## config.mk

```make
export PLATFORM = sky130hd
export DESIGN_NAME = tq_xfm_seq_flat
export DESIGN_NICKNAME = d
export VERILOG_FILES = /design/src/rtl/tq_pkg.sv /design/src/rtl/tq_xfm_seq_if.sv /design/src/rtl/tq_dly_line.sv /design/src/rtl/tq_xfm_seq.sv /design/src/flat_wrapper.sv
export SDC_FILE = /design/constraint.sdc
export NUM_CORES = 1
export LEC_CHECK = 0
export ABC_AREA = 1
export ABC_CLOCK_PERIOD_IN_PS = 3200
export CAP_MARGIN = 20
export CORE_ASPECT_RATIO = 1.5
export CORE_MARGIN = 4
export CORE_UTILIZATION = 55
export DETAILED_ROUTE_END_ITERATION = 12
export PLACE_DENSITY = 0.86
export SLEW_MARGIN = 20
export SYNTH_ARGS = -nofsm -noshare
export SYNTH_HDL_FRONTEND = slang
export SYNTH_SLANG_ARGS = --single-unit
```

## constraint.sdc

```tcl
create_clock -name clk -period 3.2 [get_ports clk]
set_clock_uncertainty 0.2 [all_clocks]
set_input_delay 0.48 -clock clk [delete_from_list [all_inputs] [get_ports clk]]
set_output_delay 0.48 -clock clk [all_outputs]
set_load 0.01 [all_outputs]
```

## src/rtl/tq_pkg.sv

```systemverilog
// Shared TQ-path definitions: TU size encodings, sequencer states, row-count helper.
package tq_pkg;

    // Transform-unit size encodings carried on tu_size
    localparam logic [1:0] TU4  = 2'd0;
    localparam logic [1:0] TU8  = 2'd1;
    localparam logic [1:0] TU16 = 2'd2;
    localparam logic [1:0] TU32 = 2'd3;

    // Transform sequencer states
    typedef enum logic [2:0] {
        IDLE,
        ROW_ISSUE,
        ROW_DRAIN,
        COL_ISSUE,
        COL_DRAIN,
        DONE
    } seq_state_e;

    // Number of rows (and columns) in a TU of the given size
    function automatic int unsigned tu_rows(input logic [1:0] sz);
        int unsigned n;
        case (sz)
            TU4:     n = 4;
            TU8:     n = 8;
            TU16:    n = 16;
            TU32:    n = 32;
            default: n = 4;
        endcase
        return n;
    endfunction

endpackage

```

## src/rtl/tq_xfm_seq_if.sv

```systemverilog
// Control/handshake bundle between the TQ controller, the transform sequencer,
// the transpose buffer and the shared 1-D transform datapath.
interface tq_xfm_seq_if #(
    parameter int unsigned ROW_W = 5
);
    logic             start;
    logic [1:0]       tu_size;
    logic             stall;
    logic             busy;
    logic             dp_en;
    logic             rd_en;
    logic [ROW_W-1:0] rd_idx;
    logic             pass;
    logic             wr_en;
    logic [ROW_W-1:0] wr_idx;
    logic             wr_pass;
    logic             done;

    // Controller / buffer side
    modport master (
        output start, tu_size, stall,
        input  busy, dp_en, rd_en, rd_idx, pass, wr_en, wr_idx, wr_pass, done
    );

    // Sequencer side
    modport slave (
        input  start, tu_size, stall,
        output busy, dp_en, rd_en, rd_idx, pass, wr_en, wr_idx, wr_pass, done
    );
endinterface

```

## src/rtl/tq_dly_line.sv

```systemverilog
// Enable-gated fixed-depth shift register with asynchronous active-low clear.
// Used to align read-side tags with datapath results.
module tq_dly_line #(
    parameter int unsigned WIDTH = 8,
    parameter int unsigned DEPTH = 4
) (
    input  logic             clk,
    input  logic             rst,
    input  logic             i_en,
    input  logic [WIDTH-1:0] i_d,
    output logic [WIDTH-1:0] o_q
);

    logic [WIDTH-1:0] r_stage [DEPTH];

    // Shift one stage per enabled cycle; clear everything on reset
    always_ff @(posedge clk or negedge rst) begin
        if (!rst) begin
            for (int unsigned i = 0; i < DEPTH; i++) begin
                r_stage[i] <= '0;
            end
        end else if (i_en) begin
            r_stage[0] <= i_d;
            for (int unsigned i = 1; i < DEPTH; i++) begin
                r_stage[i] <= r_stage[i-1];
            end
        end
    end

    assign o_q = r_stage[DEPTH-1];

endmodule

```

## src/rtl/tq_xfm_seq.sv

```systemverilog
// Transform sequencer: drives one full row pass then one full column pass of the
// shared 1-D transform datapath over a TU, with write strobes aligned to the
// datapath latency and a one-cycle done pulse at the end.
module tq_xfm_seq
    import tq_pkg::*;
#(
    parameter int unsigned DP_LAT = 4,
    parameter int unsigned ROW_W  = 5
) (
    input  logic          clk,
    input  logic          rst,
    tq_xfm_seq_if.slave   bus
);

    seq_state_e       r_state;
    logic [1:0]       r_size;
    logic [ROW_W-1:0] r_idx;
    logic             r_pass;
    logic [3:0]       r_dcnt;

    logic [ROW_W-1:0] w_last;
    logic             w_issue;
    logic             w_run;
    logic [ROW_W+1:0] w_dly_d;
    logic [ROW_W+1:0] w_dly_q;

    assign w_last  = ROW_W'(tu_rows(r_size) - 1);
    assign w_issue = (r_state == ROW_ISSUE) || (r_state == COL_ISSUE);
    assign w_run   = ~bus.stall;

    // Sequencer FSM: everything holds while stalled, so done is deferred, not lost
    always_ff @(posedge clk or negedge rst) begin
        if (!rst) begin
            r_state <= IDLE;
            r_size  <= TU4;
            r_idx   <= '0;
            r_pass  <= 1'b0;
            r_dcnt  <= '0;
        end else if (w_run) begin
            case (r_state)
                IDLE: begin
                    if (bus.start) begin
                        r_size  <= bus.tu_size;
                        r_idx   <= '0;
                        r_pass  <= 1'b0;
                        r_state <= ROW_ISSUE;
                    end
                end
                ROW_ISSUE: begin
                    if (r_idx == w_last) begin
                        r_dcnt  <= '0;
                        r_state <= ROW_DRAIN;
                    end else begin
                        r_idx <= r_idx + ROW_W'(1);
                    end
                end
                ROW_DRAIN: begin
                    if (r_dcnt == 4'(DP_LAT - 1)) begin
                        r_idx   <= '0;
                        r_pass  <= 1'b1;
                        r_state <= COL_ISSUE;
                    end else begin
                        r_dcnt <= r_dcnt + 4'd1;
                    end
                end
                COL_ISSUE: begin
                    if (r_idx == w_last) begin
                        r_dcnt  <= '0;
                        r_state <= COL_DRAIN;
                    end else begin
                        r_idx <= r_idx + ROW_W'(1);
                    end
                end
                COL_DRAIN: begin
                    if (r_dcnt == 4'(DP_LAT - 1)) begin
                        r_state <= DONE;
                    end else begin
                        r_dcnt <= r_dcnt + 4'd1;
                    end
                end
                DONE: begin
                    r_state <= IDLE;
                end
                default: begin
                    r_state <= IDLE;
                end
            endcase
        end
    end

    // Read tag {valid, index, pass} travels with the data through the datapath
    assign w_dly_d = {w_issue, r_idx, r_pass};

    tq_dly_line #(
        .WIDTH (ROW_W + 2),
        .DEPTH (DP_LAT)
    ) u_dly (
        .clk  (clk),
        .rst  (rst),
        .i_en (w_run),
        .i_d  (w_dly_d),
        .o_q  (w_dly_q)
    );

    // Output decode: strobes are masked by stall, indices simply hold
    always_comb begin
        bus.busy    = (r_state != IDLE);
        bus.dp_en   = (r_state != IDLE) & w_run;
        bus.rd_en   = w_issue & w_run;
        bus.rd_idx  = r_idx;
        bus.pass    = r_pass;
        bus.wr_en   = w_dly_q[ROW_W+1] & w_run;
        bus.wr_idx  = w_dly_q[ROW_W:1];
        bus.wr_pass = w_dly_q[0];
        bus.done    = (r_state == DONE) & w_run;
    end

endmodule

```

## src/flat_wrapper.sv

```systemverilog
// flat-port wrapper written by rule: the top's interface ports become plain ports
module tq_xfm_seq_flat import tq_pkg::*;
#(
    parameter int unsigned DP_LAT = 4,
    parameter int unsigned ROW_W  = 5
)
  (clk, rst, bus_start, bus_tu_size, bus_stall, bus_busy, bus_dp_en, bus_rd_en, bus_rd_idx, bus_pass, bus_wr_en, bus_wr_idx, bus_wr_pass, bus_done);
  tq_xfm_seq_if #(.ROW_W(ROW_W)) bus_i ();
  input  logic clk;
  input  logic rst;
  input wire logic [$bits(bus_i.start)-1:0] bus_start;
  input wire logic [$bits(bus_i.tu_size)-1:0] bus_tu_size;
  input wire logic [$bits(bus_i.stall)-1:0] bus_stall;
  output wire logic [$bits(bus_i.busy)-1:0] bus_busy;
  output wire logic [$bits(bus_i.dp_en)-1:0] bus_dp_en;
  output wire logic [$bits(bus_i.rd_en)-1:0] bus_rd_en;
  output wire logic [$bits(bus_i.rd_idx)-1:0] bus_rd_idx;
  output wire logic [$bits(bus_i.pass)-1:0] bus_pass;
  output wire logic [$bits(bus_i.wr_en)-1:0] bus_wr_en;
  output wire logic [$bits(bus_i.wr_idx)-1:0] bus_wr_idx;
  output wire logic [$bits(bus_i.wr_pass)-1:0] bus_wr_pass;
  output wire logic [$bits(bus_i.done)-1:0] bus_done;
  assign bus_i.start = bus_start;
  assign bus_i.tu_size = bus_tu_size;
  assign bus_i.stall = bus_stall;
  assign bus_busy = bus_i.busy;
  assign bus_dp_en = bus_i.dp_en;
  assign bus_rd_en = bus_i.rd_en;
  assign bus_rd_idx = bus_i.rd_idx;
  assign bus_pass = bus_i.pass;
  assign bus_wr_en = bus_i.wr_en;
  assign bus_wr_idx = bus_i.wr_idx;
  assign bus_wr_pass = bus_i.wr_pass;
  assign bus_done = bus_i.done;
  tq_xfm_seq #(.DP_LAT(DP_LAT), .ROW_W(ROW_W)) u_core (.clk(clk), .rst(rst), .bus(bus_i));
endmodule
```

Word-level counts from Yosys, hierarchy flattened

Cells that the tools add are included.

Output and inout bits: 17
Input port bits: 6
Word-level logic and storage cells: 66
Register bits after elaboration: 43

Eq/ne operators: 18
Reduce and logical (&&, ||, !) cells: 14
Bitwise gates (word level): 5
Muxes and demuxes: 17
$add $sub $neg: 3

Operators by type and width:

| kind                                                   | number |
|---|---|
| case mux 5 bit (4 select lines)                        | 1 |
| 2-to-1 mux 3 bit                                       | 5 |
| 2-to-1 mux 5 bit                                       | 3 |
| case mux 3 bit (5 select lines)                        | 1 |
| case mux 5 bit (3 select lines)                        | 1 |
| inequality test 2 bit (second input constant)          | 5 |
| 2-to-1 mux 4 bit                                       | 2 |
| case mux 4 bit (2 select lines)                        | 1 |
| AND reduction 4 bit                                    | 2 |
| == test 3 x 2 -> 1 bit (second input constant)         | 2 |
| == test 3 bit (second input constant)                  | 2 |
| inequality test 2 x 1 -> 1 bit (second input constant) | 3 |
| AND reduction 6 bit                                    | 1 |
| nonzero test 3 bit                                     | 2 |
| adder 5 x 1 -> 5 bit (second input constant)           | 1 |
| == test 5 bit                                          | 1 |
| AND reduction 5 bit                                    | 1 |
| subtractor 5 x 1 -> 5 bit (second input constant)      | 1 |
| adder 4 x 1 -> 4 bit (second input constant)           | 1 |
| AND 1 bit                                              | 4 |
| == test 2 bit (second input constant)                  | 2 |
| == test 4 x 2 -> 1 bit (second input constant)         | 1 |
| nonzero test 2 bit                                     | 2 |
| OR reduction 2 bit                                     | 2 |
| 9 further kinds                                        | 10 |

Longest topological paths before layout

Depth after elaboration: 6
Gate-level depth with buffers: 9
Depth with buffers taken out: 9

Hierarchy

A second synthesis with hierarchy kept.

Cell total of the unflattened synthesis: 269
Area, all modules: 2203.4 um2

Modules (own cells, without submodules):

| module      | times used | area an instance (um2) | sequential area each (um2) | cells each |
|---|---|---|---|---|
| tq_dly_line | 1          | 1128.6                 | 700.7                      | 125 |
| tq_xfm_seq  | 1          | 1074.8                 | 375.4                      | 144 |

Worst setup path before layout

Ideal clock, no wire load.

Path type: input-to-output
Start point: input bus_stall
End point: output bus_done
Cell stages on the path: 2
Data required time: 2.520 ns
Path buffers: 1
Arrival: 1.080 ns
Setup slack: 1.440 ns
Cells stage by stage: buf_2 nor4_1

Word-level cells in the longest chain between the ends: 2

Ends and longest elaborated chain:

| element                  | RTL line           | source |
|---|---|---|
| start: declaration       | flat_wrapper.sv:13 | `input wire logic [$bits(bus_i.stall)-1:0] bus_stall;` |
| inverter 1 bit (no line) | n/a                |  |
| AND 1 bit                | tq_xfm_seq.sv:115  | `bus.done = (r_state == DONE) & w_run;` |
| end: declaration         | flat_wrapper.sv:22 | `output wire logic [$bits(bus_i.done)-1:0] bus_done;` |

Every way passes these cells.

Worst setup path after layout

Same ends and word-level chain as after synthesis.

==> reports/metrics.csv <==
metric,value,unit
outcome,"finished, final reports clean",
syn_avg_cell_area,8.64,sq um
die_h,83.2,um
grt-ovfl-total,0,
layout_worst_path_cycle_share,79.9,%
endpoint_kind,output pin,
setup_tns,0,ps
grt_pass1_wl,7.11,mm
dr.first_iter.drc_count,86,
grt_use_met2,32.4,%
cts_tree,yes,
ys_types,29,
cpMostUsedCell,clkdlybuf4s50_1,
die_w,58.1,um
worstPathRequired,2520,ps
rsz0062_at_grt,false,
vias_per_cell,5.23,
rows,27,
ys_seq_elements,43,
design.core.area,3650,sq um
clk_latency,300,ps
max_stage_delay,600,ps
place_hpwl,2.79,mm
cts_setup_buffers,0,
ys_warn_count,0,
wire_per_inst,13.0,um
ant_nets,0,
synth_area,2070,sq um
die_area,4840,sq um
clock-root-buffer,clkbuf_8,
synthAdderAreaFrac,1.21,%
synth_nets,248,
crit_fanout,3,
critical_path_class,primary input to output pin,
fillCellCount,313,
synth_xor_area_share,2.11,%
worstHoldPathType,primary input to async pin,
htreeDepth,2,
drc,0,
dp_slack,673,ps
antenna_found_initial,0,
hold_buffers,0,
clockBufferDepth,2,
crit_path_start_kind,primary input,
routed_wl,3.97,mm
maxCapViolCount,0,
worstMarginPinSlew,922,ps
gp_congestion,0.875,
synth_compound_gate_area_share,7.48,%
yosysTopAreaCell,dfrtp_1,
met3_usage,3.73,%
fmax,391,MHz
critPathArrivalTime,1880,ps
max_slew_margin,38.5,%
fin_ws,644,ps
yosys.area_share.simple,30.1,%
grt_use_met1,22.0,%
place.port_buffers,22,
ys_top_cells_by_area,"dfrtp_1 (52%), nand2_1 (14%), o21ai_0 (4.8%), nand3_1 (3.4%), inv_1 (3.3%)",
start_util,56.9,%
layout_commonest_cell,nand2_1,
multi_input_area,848,sq um
nets,269,
grt_max_degree,44,
cts_made_buffers,5,
fin_crit,2560,ps
dr.pass1.iters,4,
grt_pass1_vias,1576,
regArea,1080,sq um
p_leak,1.18,nW
grt_busiest_layer,met2,
netlist_instances,240,
cpMaxStageDelayCell,clkdlybuf4s50_1,
peakVddDrop,0.535,mV
crit_chain,clkdlybuf4s50_1 -> nor4_1 -> clkdlybuf4s50_1,
powerDensity,748,nW/um^2
slew_violations,0,
grt_use_total,18.8,%
drive_above_1_share,12.2,%
area_growth,15.2,%
hold_viol_final,0,
synth_top_family_by_area,simple AND/OR/NAND/NOR gates,
antenna_cells,0,
num_io_pins,23,
clk_pin_slew,80,ps
clock-sinks,43,
setup_violations,0,
final_cell_mix,"nand2_1 (77), dfrtp_1 (43), clkdlybuf4s50_1 (21)",
yosysTopAreaCellShare,51.9,%
ys_seq_area_share,51.9,%
synth_mux_area_share,0,%
cts_resized,0,
via_count,1595,
==> area by class of cell <==
class / instances / share of cell area, %
Clock inverter: 2 / 0.524
Sequential cell: 43 / 45.0
Tap cell: 43 / 2.25
Clock buffer: 6 / 3.04
Timing Repair Buffer: 25 / 9.95
Inverter: 23 / 3.72
Multi-Input combinational cell: 163 / 35.5
==> report_power, final <==
group	switching [mW]	internal, mW
Sequential	0.103	0.663
Clock	0.186	0.153
Combinational	0.428	0.255
Total	0.717	1.07
==> critical path: cells and delay by family <==
family	cells	cell delay (ps)
buffers and inverters	2	1060
and+or+nand+nor	1	340
==> path summary, 6_finish.rpt <==
path,slack [ps],end,depth (start not counted),from
min reg2reg,280,u_core.u_dly.o_q[0]$_DFFE_PN0N_,2,u_core.u_dly.r_stage[7]$_DFFE_PN0N_
max reg2reg,1480,u_core.r_state[0]$_DFFE_PN0P_,8,u_core.bus.rd_idx[1]$_DFFE_PN0P_
max,640,bus_done,3,bus_stall
max in group asynchronous,2110,u_core.u_dly.r_stage[9]$_DFFE_PN0N_,1,rst
min,110,u_core.u_dly.o_q[5]$_DFFE_PN0N_,1,rst
min in group clk,280,u_core.u_dly.o_q[0]$_DFFE_PN0N_,2,u_core.u_dly.r_stage[7]$_DFFE_PN0N_
==> logic make-up after synthesis <==
group                      count (synthesis)
AOI/OAI and AO/OA                         26
buffers and inverters                     34
xor gates and xnor gates                   5
adders and majority gates                  2
DFF                                       43
and+or+nand+nor                          130
==> cell usage after synthesis <==
| library cell | count |
|---|---|
| nand3_1 | 14 |
| nand4_1 | 8 |
| buf_2 | 1 |
| o21ai_0 | 20 |
| buf_1 | 1 |
| a21boi_1 | 1 |
| inv_2 | 4 |
| nor2_1 | 15 |
| nand3_2 | 2 |
| buf_4 | 5 |
| inv_1 | 18 |
| nand2_4 | 4 |
| nand3_4 | 1 |
| a21oi_4 | 1 |
| clkbuf_1 | 4 |
| nor2_2 | 2 |
| o21ai_4 | 1 |
| inv_4 | 1 |
| nand2_1 | 77 |
| dfrtp_1 | 43 |
| ha_1 | 2 |
| nor2_8 | 1 |
| nor2_4 | 1 |
| nand3b_1 | 1 |
| nor4_1 | 1 |
| xnor2_1 | 1 |
| a21oi_1 | 3 |
| nand2_2 | 3 |
| xor2_1 | 4 |
==> registers in the layout, indices dropped and copies added, names as in the netlist <==
signal and cells:
u_core.u_dly.r_stage 21, u_core.r_state 3, u_core.u_dly.o_q 7, u_core.r_size 2
u_core.bus.rd_idx 5, u_core.r_dcnt 4, u_core.bus.pass 1
==> per-layer routing <==
layer	wire length (um)	vias up	share of wire, %
li1	-	801	-
met1	1720	759	43
met2	2080	29	52
met3	107	6	2.7
met4	73	0	1.8
met5	0	-	0
==> metrics by stage <==
stage          std cells  util (%)  power [mW]  instance area (sq um)  hold WS [ps]
6_report             305      65.5        1.79                   2390           112
3_3_place_gp         297      63.2        1.43                   2300           251
5_1_grt              305      65.5        1.92                   2390           188
3_5_place_dp         297      63.2        1.46                   2300           261
4_1_cts              305      65.5        1.81                   2390           142
2_1_floorplan        240         -        1.24                   2070         -15.6
Power figures use the tool's default switching activity.
